--- src/rtl/uart_pkg.sv ---
// uart_pkg: FSM encoding, byte constants and BUSY timeout shared by the transmit queue
package uart_pkg;
    typedef logic [1:0] txq_state_t;
    localparam txq_state_t ST_IDLE  = 2'd0;
    localparam txq_state_t ST_SEND  = 2'd1;
    localparam txq_state_t ST_BUSY  = 2'd2;
    localparam txq_state_t ST_DRAIN = 2'd3;
    localparam logic [7:0] CHAR_CR = 8'h0D;
    localparam logic [7:0] CHAR_LF = 8'h0A;
    localparam int BUSY_TIMEOUT = 2;
    localparam int BUSY_CNT_W = (BUSY_TIMEOUT > 1) ? $clog2(BUSY_TIMEOUT) : 1;
endpackage

--- src/rtl/uart_txq_if.sv ---
// uart_txq_if: CPU write port, status and transmitter handshake of the transmit queue
interface uart_txq_if #(parameter int DEPTH_LOG2 = 4);
    logic                  wr_en;
    logic [7:0]            wr_data;
    logic                  ovf_clr;
    logic                  full;
    logic                  empty;
    logic [DEPTH_LOG2:0]   level;
    logic                  overflow;
    logic                  tx_vld;
    logic [7:0]            tx_data;
    logic                  txrdy;
    modport master (output wr_en, wr_data, ovf_clr, txrdy,
                    input  full, empty, level, overflow, tx_vld, tx_data);
    modport slave  (input  wr_en, wr_data, ovf_clr, txrdy,
                    output full, empty, level, overflow, tx_vld, tx_data);
endinterface

--- src/rtl/uart_fifo_sync.sv ---
// uart_fifo_sync: single-clock circular byte FIFO; a pop frees a slot for a same-cycle push
module uart_fifo_sync #(parameter int DEPTH_LOG2 = 4) (
    input  logic                clk,
    input  logic                rst,
    input  logic                push,
    input  logic                pop,
    input  logic [7:0]          din,
    output logic [7:0]          dout,
    output logic [DEPTH_LOG2:0] level,
    output logic                full,
    output logic                empty
);
    localparam int DEPTH = 2 ** DEPTH_LOG2;
    logic [7:0]            mem [DEPTH];
    logic [DEPTH_LOG2-1:0] rd_ptr, wr_ptr;
    logic                  do_push, do_pop;
    assign full    = level == (DEPTH_LOG2+1)'(DEPTH);
    assign empty   = level == '0;
    assign do_pop  = pop & ~empty;
    assign do_push = push & (~full | do_pop);
    assign dout    = mem[rd_ptr];
    always_ff @(posedge clk)
        if (do_push) mem[wr_ptr] <= din;
    always_ff @(posedge clk or posedge rst)
        if (rst) begin
            rd_ptr <= '0;
            wr_ptr <= '0;
            level  <= '0;
        end else begin
            if (do_push) wr_ptr <= wr_ptr + 1'b1;
            if (do_pop) rd_ptr <= rd_ptr + 1'b1;
            level <= level + (DEPTH_LOG2+1)'(do_push) - (DEPTH_LOG2+1)'(do_pop);
        end
endmodule

--- src/rtl/uart_txq.sv ---
// uart_txq: transmit byte queue feeding a UART as single-cycle tx_vld strobes
// UART_TXQ_CRLF_EN: insert an automatic CR in front of every LF popped from the queue
module uart_txq import uart_pkg::*; #(parameter int DEPTH_LOG2 = 4) (
    input logic        clk,
    input logic        rst,
    uart_txq_if.slave  bus
);
    txq_state_t            state, state_nx;
    logic [BUSY_CNT_W-1:0] busy_cnt;
    logic [DEPTH_LOG2:0]   level;
    logic [7:0]            head, launch_byte, tx_data;
    logic                  full, empty, launch, pop, busy_to, overflow, tx_vld;
    uart_fifo_sync #(.DEPTH_LOG2(DEPTH_LOG2)) u_fifo (
        .clk   (clk),
        .rst   (rst),
        .push  (bus.wr_en),
        .pop   (pop),
        .din   (bus.wr_data),
        .dout  (head),
        .level (level),
        .full  (full),
        .empty (empty)
    );
    assign launch  = (state == ST_IDLE) & ~empty & bus.txrdy;
    assign busy_to = busy_cnt == BUSY_CNT_W'(BUSY_TIMEOUT - 1);
`ifdef UART_TXQ_CRLF_EN
    logic lf_pend, cr_first;
    // LF stays at the head until its CR has gone out, so no extra storage is needed
    assign cr_first    = (head == CHAR_LF) & ~lf_pend;
    assign pop         = launch & ~cr_first;
    assign launch_byte = cr_first ? CHAR_CR : head;
    always_ff @(posedge clk or posedge rst)
        if (rst) lf_pend <= 1'b0;
        else if (launch) lf_pend <= cr_first;
`else
    assign pop         = launch;
    assign launch_byte = head;
`endif
    always_comb
        state_nx = (state == ST_IDLE) ? (launch ? ST_SEND : ST_IDLE) :
                   (state == ST_SEND) ? ST_BUSY :
                   (state == ST_BUSY) ? (~bus.txrdy ? ST_DRAIN : busy_to ? ST_IDLE : ST_BUSY) :
                   (bus.txrdy ? ST_IDLE : ST_DRAIN);
    always_ff @(posedge clk or posedge rst)
        if (rst) begin
            state    <= ST_IDLE;
            busy_cnt <= '0;
            tx_vld   <= 1'b0;
            tx_data  <= 8'h00;
            overflow <= 1'b0;
        end else begin
            state    <= state_nx;
            busy_cnt <= (state == ST_BUSY) ? busy_cnt + 1'b1 : '0;
            tx_vld   <= launch;
            if (launch) tx_data <= launch_byte;
            if (bus.wr_en & full & ~pop) overflow <= 1'b1;
            else if (bus.ovf_clr) overflow <= 1'b0;
        end
    assign bus.full     = full;
    assign bus.empty    = empty;
    assign bus.level    = level;
    assign bus.overflow = overflow;
    assign bus.tx_vld   = tx_vld;
    assign bus.tx_data  = tx_data;
endmodule

--- src/flat_wrapper.sv ---
// flat-port wrapper written by rule: the top's interface ports become plain ports
module uart_txq_flat import uart_pkg::*;
#(parameter int DEPTH_LOG2 = 4)
  (clk, rst, bus_wr_en, bus_wr_data, bus_ovf_clr, bus_txrdy, bus_full, bus_empty, bus_level, bus_overflow, bus_tx_vld, bus_tx_data);
  uart_txq_if #(.DEPTH_LOG2(DEPTH_LOG2)) bus_i ();
  input logic clk;
  input logic rst;
  input wire logic [$bits(bus_i.wr_en)-1:0] bus_wr_en;
  input wire logic [$bits(bus_i.wr_data)-1:0] bus_wr_data;
  input wire logic [$bits(bus_i.ovf_clr)-1:0] bus_ovf_clr;
  input wire logic [$bits(bus_i.txrdy)-1:0] bus_txrdy;
  output wire logic [$bits(bus_i.full)-1:0] bus_full;
  output wire logic [$bits(bus_i.empty)-1:0] bus_empty;
  output wire logic [$bits(bus_i.level)-1:0] bus_level;
  output wire logic [$bits(bus_i.overflow)-1:0] bus_overflow;
  output wire logic [$bits(bus_i.tx_vld)-1:0] bus_tx_vld;
  output wire logic [$bits(bus_i.tx_data)-1:0] bus_tx_data;
  assign bus_i.wr_en = bus_wr_en;
  assign bus_i.wr_data = bus_wr_data;
  assign bus_i.ovf_clr = bus_ovf_clr;
  assign bus_i.txrdy = bus_txrdy;
  assign bus_full = bus_i.full;
  assign bus_empty = bus_i.empty;
  assign bus_level = bus_i.level;
  assign bus_overflow = bus_i.overflow;
  assign bus_tx_vld = bus_i.tx_vld;
  assign bus_tx_data = bus_i.tx_data;
  uart_txq #(.DEPTH_LOG2(DEPTH_LOG2)) u_core (.clk(clk), .rst(rst), .bus(bus_i));
endmodule
--- config.mk ---
export PLATFORM = sky130hd
export DESIGN_NAME = uart_txq_flat
export DESIGN_NICKNAME = d
export VERILOG_FILES = /design/src/rtl/uart_pkg.sv /design/src/rtl/uart_txq_if.sv /design/src/rtl/uart_fifo_sync.sv /design/src/rtl/uart_txq.sv /design/src/flat_wrapper.sv
export SDC_FILE = /design/constraint.sdc
export NUM_CORES = 1
export LEC_CHECK = 0
export BUFFER_PORTS_ARGS = -buffer_cell sky130_fd_sc_hd__buf_2
export CORE_MARGIN = 3
export CORE_UTILIZATION = 49
export DETAILED_ROUTE_END_ITERATION = 6
export PLACE_DENSITY = 0.66
export REMOVE_ABC_BUFFERS = 1
export SLEW_MARGIN = 20
export SYNTH_ARGS = -nofsm -noshare
export SYNTH_HDL_FRONTEND = slang
export SYNTH_HIERARCHICAL = 1
export SYNTH_SLANG_ARGS = --single-unit
--- constraint.sdc ---
create_clock -name clk -period 3.67 [get_ports clk]
set_input_delay 0.367 -clock clk [delete_from_list [all_inputs] [get_ports clk]]
set_output_delay 0.367 -clock clk [all_outputs]
set_load 0.1 [all_outputs]
==> metrics.md, run 1 <==
| Metric | Value |
|---|---|
| Total Routed Length | approximately 11000 microns |
| Dpl hpwl | 7534 microns |
| Setup TNS | 0 ns |
| R2R depth | 14 |
| Cells after Synth | about 350 |
| Worst slew margin | 44.36% |
| Mean Syn Cell Area | 17.95 sq um |
| Reg2reg start | u_core/u_fifo/level[3] |
| Pwr dens | approximately 900 mW/mm^2 |
| Initial core utilization | 51.33% |
| H-tree level count | 4 |
| Routed WL per cell | a little under 20 microns |
| Post-synthesis xor/xnor area fraction | 1.386% |
| DRC Markers | 0 |
| DP Worst Slack | between 0.6 and 0.7 ns |
| RSZ-0062 raised after global routing | false |
| Final #Nets | ~420 |
| Worst slew pin tran | ~0.83 ns |
| Die height | 119.6 microns |
| GRT Max-Usage Layer | met2 |
| Final WS setup | about 0.7 ns |
| Layout cells sized above 1 | roughly a quarter |
| Maximum clock frequency | 335.2 MHz |
| Mux contribution to synthesized area | 12.37% |
| Run status | finished, violations left |
| Rows | 40 |
| CP Class | reg -> reg |
| Clk root buf | clkbuf_16 |
| Data arrival time of the worst path | roughly 3.3 ns |
| Num Clock Sinks | approximately 150 |
| Placed cells | between 500 and 600 |
| Post-CTS sizing | 0 |
| Crit path time final | 2.983 ns |
| Yosys cell types | 38 |
| Port Buffer Count | 29 |
| Vias per Instance | between 5 and 6 |
| Largest family of logic cells by synthesized area | multiplexers |
| Non-filler instance count after layout | 571 |
| CTS Buffer Depth | 2 |
| Synthesized area | around 0.0063 sq mm |
| CP required | about 4 ns |
| Post-DRT Antenna Nets | 0 |
| Crit share post-route | between 80% and 90% |
| Nature of the critical path endpoint | flip-flop |
| Post-Synth Adder-Cell Area | under 10% |
| Met2 Use GR | between 20 and 30% |
| Capturing point of the worst reg2reg path | u_core/u_fifo/level[4] |
| Number of I/O pins | 30 |
| Worst min path class | in -> async |
| Detailed Routing Iterations Pass 1 | 5 |
| Initial antenna violation count | 0 |
| Met1 usage | approximately a quarter |
| Vias in the first global route | approximately 3100 |
| Slew Limit Fails | 0 |
| Post-CTS Hold Fix Bufs | 0 |
| DIE WIDTH | around 120 microns |
| Violated checks | negative hold slack |
| Setup crit start kind | flip-flop |
| Vias | 3123 |
| First-pass GRT wire length | ~18000 microns |
| Leakage | about 2.7 nW |
| GRT Total Usage | 17.27% |
| Reg-to-reg slack, setup | between 0.6 and 0.7 ns |
| Grt ovf | 0 |
| Clk_lat worst skew | 0.41 ns |
| # setup viols final | 0 |
| Clk_skew | 0.004725 ns |
| Drt first-iter violations | approximately 230 |
| Core area | ~0.012 sq mm |
| Post-CTS Setup Repair Bufs | 0 |
| Yosys Warn Count | 6 |
| Synth Area in Compound Gates | under 10% |
| #FFs+latches synth | around 150 |
| Num CTS Buffers | 17 |
| Largest net degree at the start of global routing | 33 |
| Clk slew on worst S/H paths | 0.06 ns |
| Max capacitance violation total | 0 |
| Routability cong. | between 0.8 and 0.9 |
| Final Hold Fails | 13 |
| Post-Route Utilization | 59.33% |
| Post-Synth Simple-Gate Area | between 3 and 4% |
| DIE AREA | ~0.014 sq mm |
| Antenna Cells | 0 |
| Syn-to-layout area delta | 15.58% |
| Met3 usage | 4.571% |
| TritonCTS clock tree | done |
| Crit-path max FO | 9 |
| Peak supply drop | between 400 and 500 uV |
| Register area share after synthesis | 71.11% |
| Final hold slack | -0.01613 ns |
[worst max-delay path, cell delays in order, from the launching register on]
cell and delay, ns:
dfrtp_1 0.37, inv_1 0.07, ha_1 0.20, nor4b_2 0.18, nor4b_2 0.29, o21a_1 0.36, inv_1 0.08, ha_1 0.28
inv_1 0.04, ha_1 0.20, fa_1 0.42, a21oi_1 0.14, nor2_1 0.05, nor2_1 0.11, xnor2_1 0.12
[registers in the layout (all words and copies together), names as in the netlist]
| signal | count |
|---|---|
| u_core/busy_cnt | 1 |
| u_core/u_fifo/wr_ptr | 4 |
| u_core/bus.overflow | 1 |
| u_core/bus.tx_data | 8 |
| u_core/bus.tx_vld | 1 |
| u_core/u_fifo/rd_ptr | 4 |
| u_core/u_fifo/mem | 128 |
| u_core/state | 2 |
| u_core/u_fifo/level | 5 |
[through the flow]
step	total power, mW	cell area (sq um)
4_1_cts	6.739	7305
3_5_place_dp	4.644	6591
2_1_floorplan	4.130	6155
3_3_place_gp	4.617	6591
6_report	6.685	7305
5_1_grt	6.991	7305
[metal layers]
layer | share of wire [%] | vias up
met5 | 0 | -
met2 | 49 | 71
met4 | 1.5 | 0
met1 | 45 | 1588
li1 | - | 1448
met3 | 3.6 | 16
[worst max path at each step]
stage | startpoint | end | slack [ns]
floorplan | u_core/u_fifo/level[3] | u_core/u_fifo/level[4] | -1.48
global placement | u_core/u_fifo/level[2] | u_core/u_fifo/level[4] | 0.79
detailed placement | u_core/u_fifo/level[3] | u_core/u_fifo/level[4] | 0.69
CTS | u_core/u_fifo/level[3] | u_core/u_fifo/level[4] | 0.67
global route | u_core/u_fifo/level[2] | u_core/u_fifo/level[4] | 0.44
finish | u_core/u_fifo/level[3] | u_core/u_fifo/level[4] | 0.69
[synthesized netlist by cell type, drive strengths merged]
| cell type | number | area [sq um] |
|---|---|---|
| xnor2 | 7 | 61.31 |
| nor2b | 2 | 12.51 |
| o211ai | 1 | 7.510 |
| mux4 | 16 | 360.4 |
| inv | 14 | 52.55 |
| edfxtp | 128 | 3844 |
| nand2 | 16 | 60.06 |
| nand4bb | 1 | 11.26 |
| o21a | 2 | 15.01 |
| nand3 | 1 | 5.000 |
| a22oi | 8 | 60.06 |
| nand4 | 1 | 6.260 |
| nand2b | 2 | 12.51 |
| fa | 1 | 20.02 |
| mux2 | 9 | 101.4 |
| nor2 | 14 | 52.55 |
| dfrtp | 26 | 650.6 |
| ha | 11 | 137.6 |
| a21o | 2 | 16.27 |
| nor4b | 2 | 30.03 |
| a21oi | 2 | 10.01 |
| a221oi | 16 | 196.4 |
| o22ai | 1 | 6.260 |
| buf | 15 | 150.1 |
| o21ai | 9 | 45.04 |
| clkbuf | 4 | 15.01 |
| and2 | 1 | 6.260 |
| xor2 | 3 | 26.28 |
| mux2i | 32 | 320.3 |
| nor3 | 4 | 20.02 |
| nor3b | 1 | 7.510 |
[layout by cell type (no fill, tap or decap), types with 3 or more instances in the layout]
cell | netlist | final
nor3_1 | 4 | 4
xnor2_1 | 7 | 7
a221oi_2 | 9 | 9
xor2_1 | 3 | 3
mux2_2 | 8 | 8
bufinv_16 | 0 | 8
dfrtp_1 | 26 | 25
nor2_1 | 14 | 14
a221oi_1 | 7 | 7
clkbuf_16 | 0 | 17
mux2i_1 | 32 | 32
edfxtp_1 | 128 | 128
buf_4 | 2 | 8
nand2_1 | 16 | 16
mux4_2 | 16 | 16
buf_2 | 2 | 29
ha_1 | 11 | 11
o21ai_0 | 9 | 9
inv_1 | 14 | 14
a22oi_1 | 8 | 8
[power by group]
| part | leakage [nW] | internal [mW] | switching [mW] | total (mW) |
|---|---|---|---|---|
| logic | 0.871 | 0.741 | 1.43 | 2.17 |
| clock network | 0.345 | 1.43 | 0.653 | 2.08 |
| registers | 1.47 | 2.19 | 0.246 | 2.43 |
[area by class of cell]
| class | count | area [sq um] |
|---|---|---|
| Clock buffer | 20 | 446.7 |
| Clock inverter | 12 | 266.5 |
| Fill cell | 950 | 5007 |
| Inverter | 14 | 52.55 |
| Multi-Input combinational cell | 165 | 1608 |
| Sequential cell | 154 | 4496 |
| Tap cell | 168 | 210.2 |
| Timing Repair Buffer | 38 | 225.2 |
[logic make-up after synthesis]
family / Yosys count
AND/OR/NAND/NOR: 45
flip-flops: 154
AO/OA/AOI/OAI: 41
buffers and inverters: 33
adder cells (fa/ha/maj): 12
multiplexers: 57
XOR/XNOR: 10
No activity file was read; power rests on OpenSTA's default activity.
==> inputs of run 2 (changes only) <==
Settings changed: PLACE_DENSITY 0.66 to 0.68.
Clock period 3.67 ns to 2.6 ns, I/O delays scaled along.
==> run 2 against run 1 <==
Effect of this change:
- the run ends with negative setup slack left
- worst setup slack worse by 0.73 ns
- sequential share of layout area shrank 1.4 points
- wire length increased by 1.5%
- non-clock buffer count increased by 30
- first-iteration DRC count down 21%
- clock skew about the same
- register-to-register slack worse by 0.73 ns
- core utilization rose by 1.4 points
- via count is 4.1% higher
- sequential cell count did not move
- critical path type unchanged
- critical endpoint unchanged
==> metrics.md, run 2 (same netlist as run 1, synthesis figures left out) <==
| Metric | Value |
|---|---|
| Dpl hpwl | about 7400 microns |
| Net switching power | around 3.5 mW |
| Crit share post-route | 101.5% |
| Post-DRT Antenna Nets | 0 |
| Hold Path Depth | 2 |
| Final Hold Fails | 0 |
| Levels on crit path | 14 |
| Crit-path max FO | 2 |
| DIE WIDTH | between 100 and 150 microns |
| Sequential fraction of design power | between 30% and 40% |
| CP Cell Sequence | inv_2, ha_4, nor4b_4, nor4b_2, o21a_1, inv_2, ha_4, inv_2, ha_4, fa_2, a21oi_2, nor2_1, nor2_1, xnor2_1 |
| Non-filler instance count after layout | about 600 |
| Switching share of power | between 30% and 40% |
| Number of I/O pins | 30 |
| Vias in the first global route | between 3000 and 4000 |
| Num Clock Sinks | 154 |
| Commonest non-fill, non-tap cell in the layout | edfxtp_1 |
| Vias per Instance | around 5.4 |
| Worst slew margin | 57.66% |
| Max capacitance violation total | 0 |
| Fillcell total | about 920 |
| Final hold slack | about 0.023 ns |
| Peak supply drop | 614.8 uV |
| Final WS setup | -0.03810 ns |
| Vias | 3251 |
| DIE AREA | roughly 0.014 sq mm |
| Die height | 119.6 microns |
| Comb power frac | a little under two fifths |
| RSZ-0062 raised after global routing | true |
| Detailed Routing Iterations Pass 1 | 4 |
| R2R depth | 14 |
| Initial antenna violation count | 0 |
| Design area | 0.007471 sq mm |
| Setup crit start kind | flip-flop |
| Worst slew pin tran | between 0.6 and 0.7 ns |
| CP required | 2.94 ns |
| Rows | 40 |
| Clk_skew | around 0.005 ns |
| Layout cells sized above 1 | between 30% and 40% |
| Total Routed Length | 11510 microns |
| CP Launch Point | u_core/u_fifo/level[3] |
| DRC Markers | 0 |
| Data arrival time of the worst path | between 2 and 3 ns |
| GRT Total Usage | between 10% and 20% |
| Post-DP Area | slightly below 0.007 sq mm |
| H-tree level count | 4 |
| Delay of the slowest critical-path stage | between 0.3 and 0.4 ns |
| Grt ovf | 0 |
| Drt first-iter violations | between 150 and 200 |
| Routed WL per cell | 19.15 microns |
| Clock power share | between 20% and 30% |
| Crit path time final | about 2.6 ns |
| Clk_lat worst skew | around 0.42 ns |
| Worst Setup EP | u_core/u_fifo/level[4] |
| Top reg by flops | u_core/u_fifo/mem |
| CTS Buffer Depth | 2 |
| Pwr dens | between 1000 and 1500 mW/mm^2 |
| Capturing point of the worst reg2reg path | u_core/u_fifo/level[4] |
| Worst min path class | in -> reg |
| Reg-to-reg slack, setup | -0.04 ns |
| Syn-to-layout area delta | 18.21% |
| Initial core utilization | 51.33% |
| Clk root buf | clkbuf_16 |
| Routability cong. | about 0.76 |
| Max reg flops | about 130 |
| Final #Nets | approximately 450 |
| Port Buffer Count | 29 |
| Largest regs | u_core/u_fifo/mem x128, u_core/bus.tx_data x8, u_core/u_fifo/level x5 |
| CP Class | reg -> reg |
| Worst path buffer plus inverter count | 3 |
| Slew Limit Fails | 0 |
| Core area | approximately 0.012 sq mm |
| P_int | 5.778 mW |
| Reg2reg start | u_core/u_fifo/level[3] |
| Largest net degree at the start of global routing | 52 |
| Most frequent cells in the layout | edfxtp_1 (128), buf_4 (37), mux2i_1 (32), buf_2 (29), dfrtp_1 (25) |
| Placed cells | roughly 560 |
| Violated checks | negative setup slack |
| TritonCTS clock tree | done |
| Clk slew on worst S/H paths | approximately 0.06 ns |
| # setup viols final | 1 |
| Antenna Cells | 0 |
| Crit path max-delay family | adder cells |
| Num CTS Buffers | 17 |
| Leakage | between 2 and 3 nW |
| First-pass GRT wire length | ~19000 microns |
| Run status | finished, violations left |
| Maximum clock frequency | 379.1 MHz |
| Nature of the critical path endpoint | flip-flop |
| Critical Path Slowest Stage Cell | dfrtp_1 |
-- run 2: cell count changes in the layout (fill, tap and decap cells not counted), sizes merged, moves of 2 or more --
cell      before  now
buf           38   67
bufinv         8    2
clkinv         2    6
clkbuf        20   17
inv           15   18
clkinvlp       1    3
-- run 2: what timing repair did --
action / CTS / global route
setup buffers: 5 / 2
setup endpoints to repair: 2 / 3
pin swaps: 8 / 8
hold endpoints to repair: 26 / 0
hold buffers: 1 / 0
resized for setup: 10 / 4
-- run 2: through the flow --
stage | util [%] | setup WS [ns] | TNS (ns) | power, mW
floorplan | - | -2.550 | -247.83 | 5.830
global placement | 54.88 | -0.03559 | -0.03559 | 6.618
detailed placement | 54.88 | -0.1563 | -0.2191 | 6.696
CTS | 60.42 | -0.03025 | -0.03025 | 9.247
global route | 60.68 | -0.1593 | -0.2052 | 9.717
finish | 60.68 | -0.03810 | -0.03810 | 9.229
-- run 2: cell type report --
type / count / area (sq um) / share of cell area [%]
clock buffers: 17 / 425.4 / 5.694
flip-flops and latches: 154 / 4496 / 60.17
inverters: 14 / 52.55 / 0.7034
repair buffers: 68 / 452.9 / 6.063
well taps: 168 / 210.2 / 2.814
clock inverters: 15 / 166.4 / 2.227
multi-input cells: 165 / 1668 / 22.32
-- run 2: worst min-delay path by stage --
stage | from | end | slack (ns)
detailed placement | rst | u_core/u_fifo/rd_ptr[3] | 0.34
finish | bus_ovf_clr | u_core/bus.overflow | 0.02
global placement | rst | u_core/u_fifo/rd_ptr[3] | 0.34
floorplan | rst | u_core/bus.overflow | 0.14
global route | bus_ovf_clr | u_core/bus.overflow | 0.01
CTS | bus_ovf_clr | u_core/bus.overflow | 0.008
-- run 2: power by group through the flow --
stage,registers [mW],clock network [mW],logic (mW)
2_1_floorplan,4.31,0,1.52
3_3_place_gp,3.36,0,3.26
3_5_place_dp,3.38,0,3.31
4_1_cts,3.35,2.46,3.44
5_1_grt,3.40,2.59,3.73
6_report,3.35,2.42,3.46
-- run 2: metal layers --
metal / up-vias / track usage (%) / share of wire [%]
met1: 1656 / 24.61 / 45
met4: 0 / 7.802 / 1.6
met2: 65 / 26.87 / 50
met3: 19 / 3.582 / 4.0
li1: 1511 / - / -
met5: - / 0 / 0
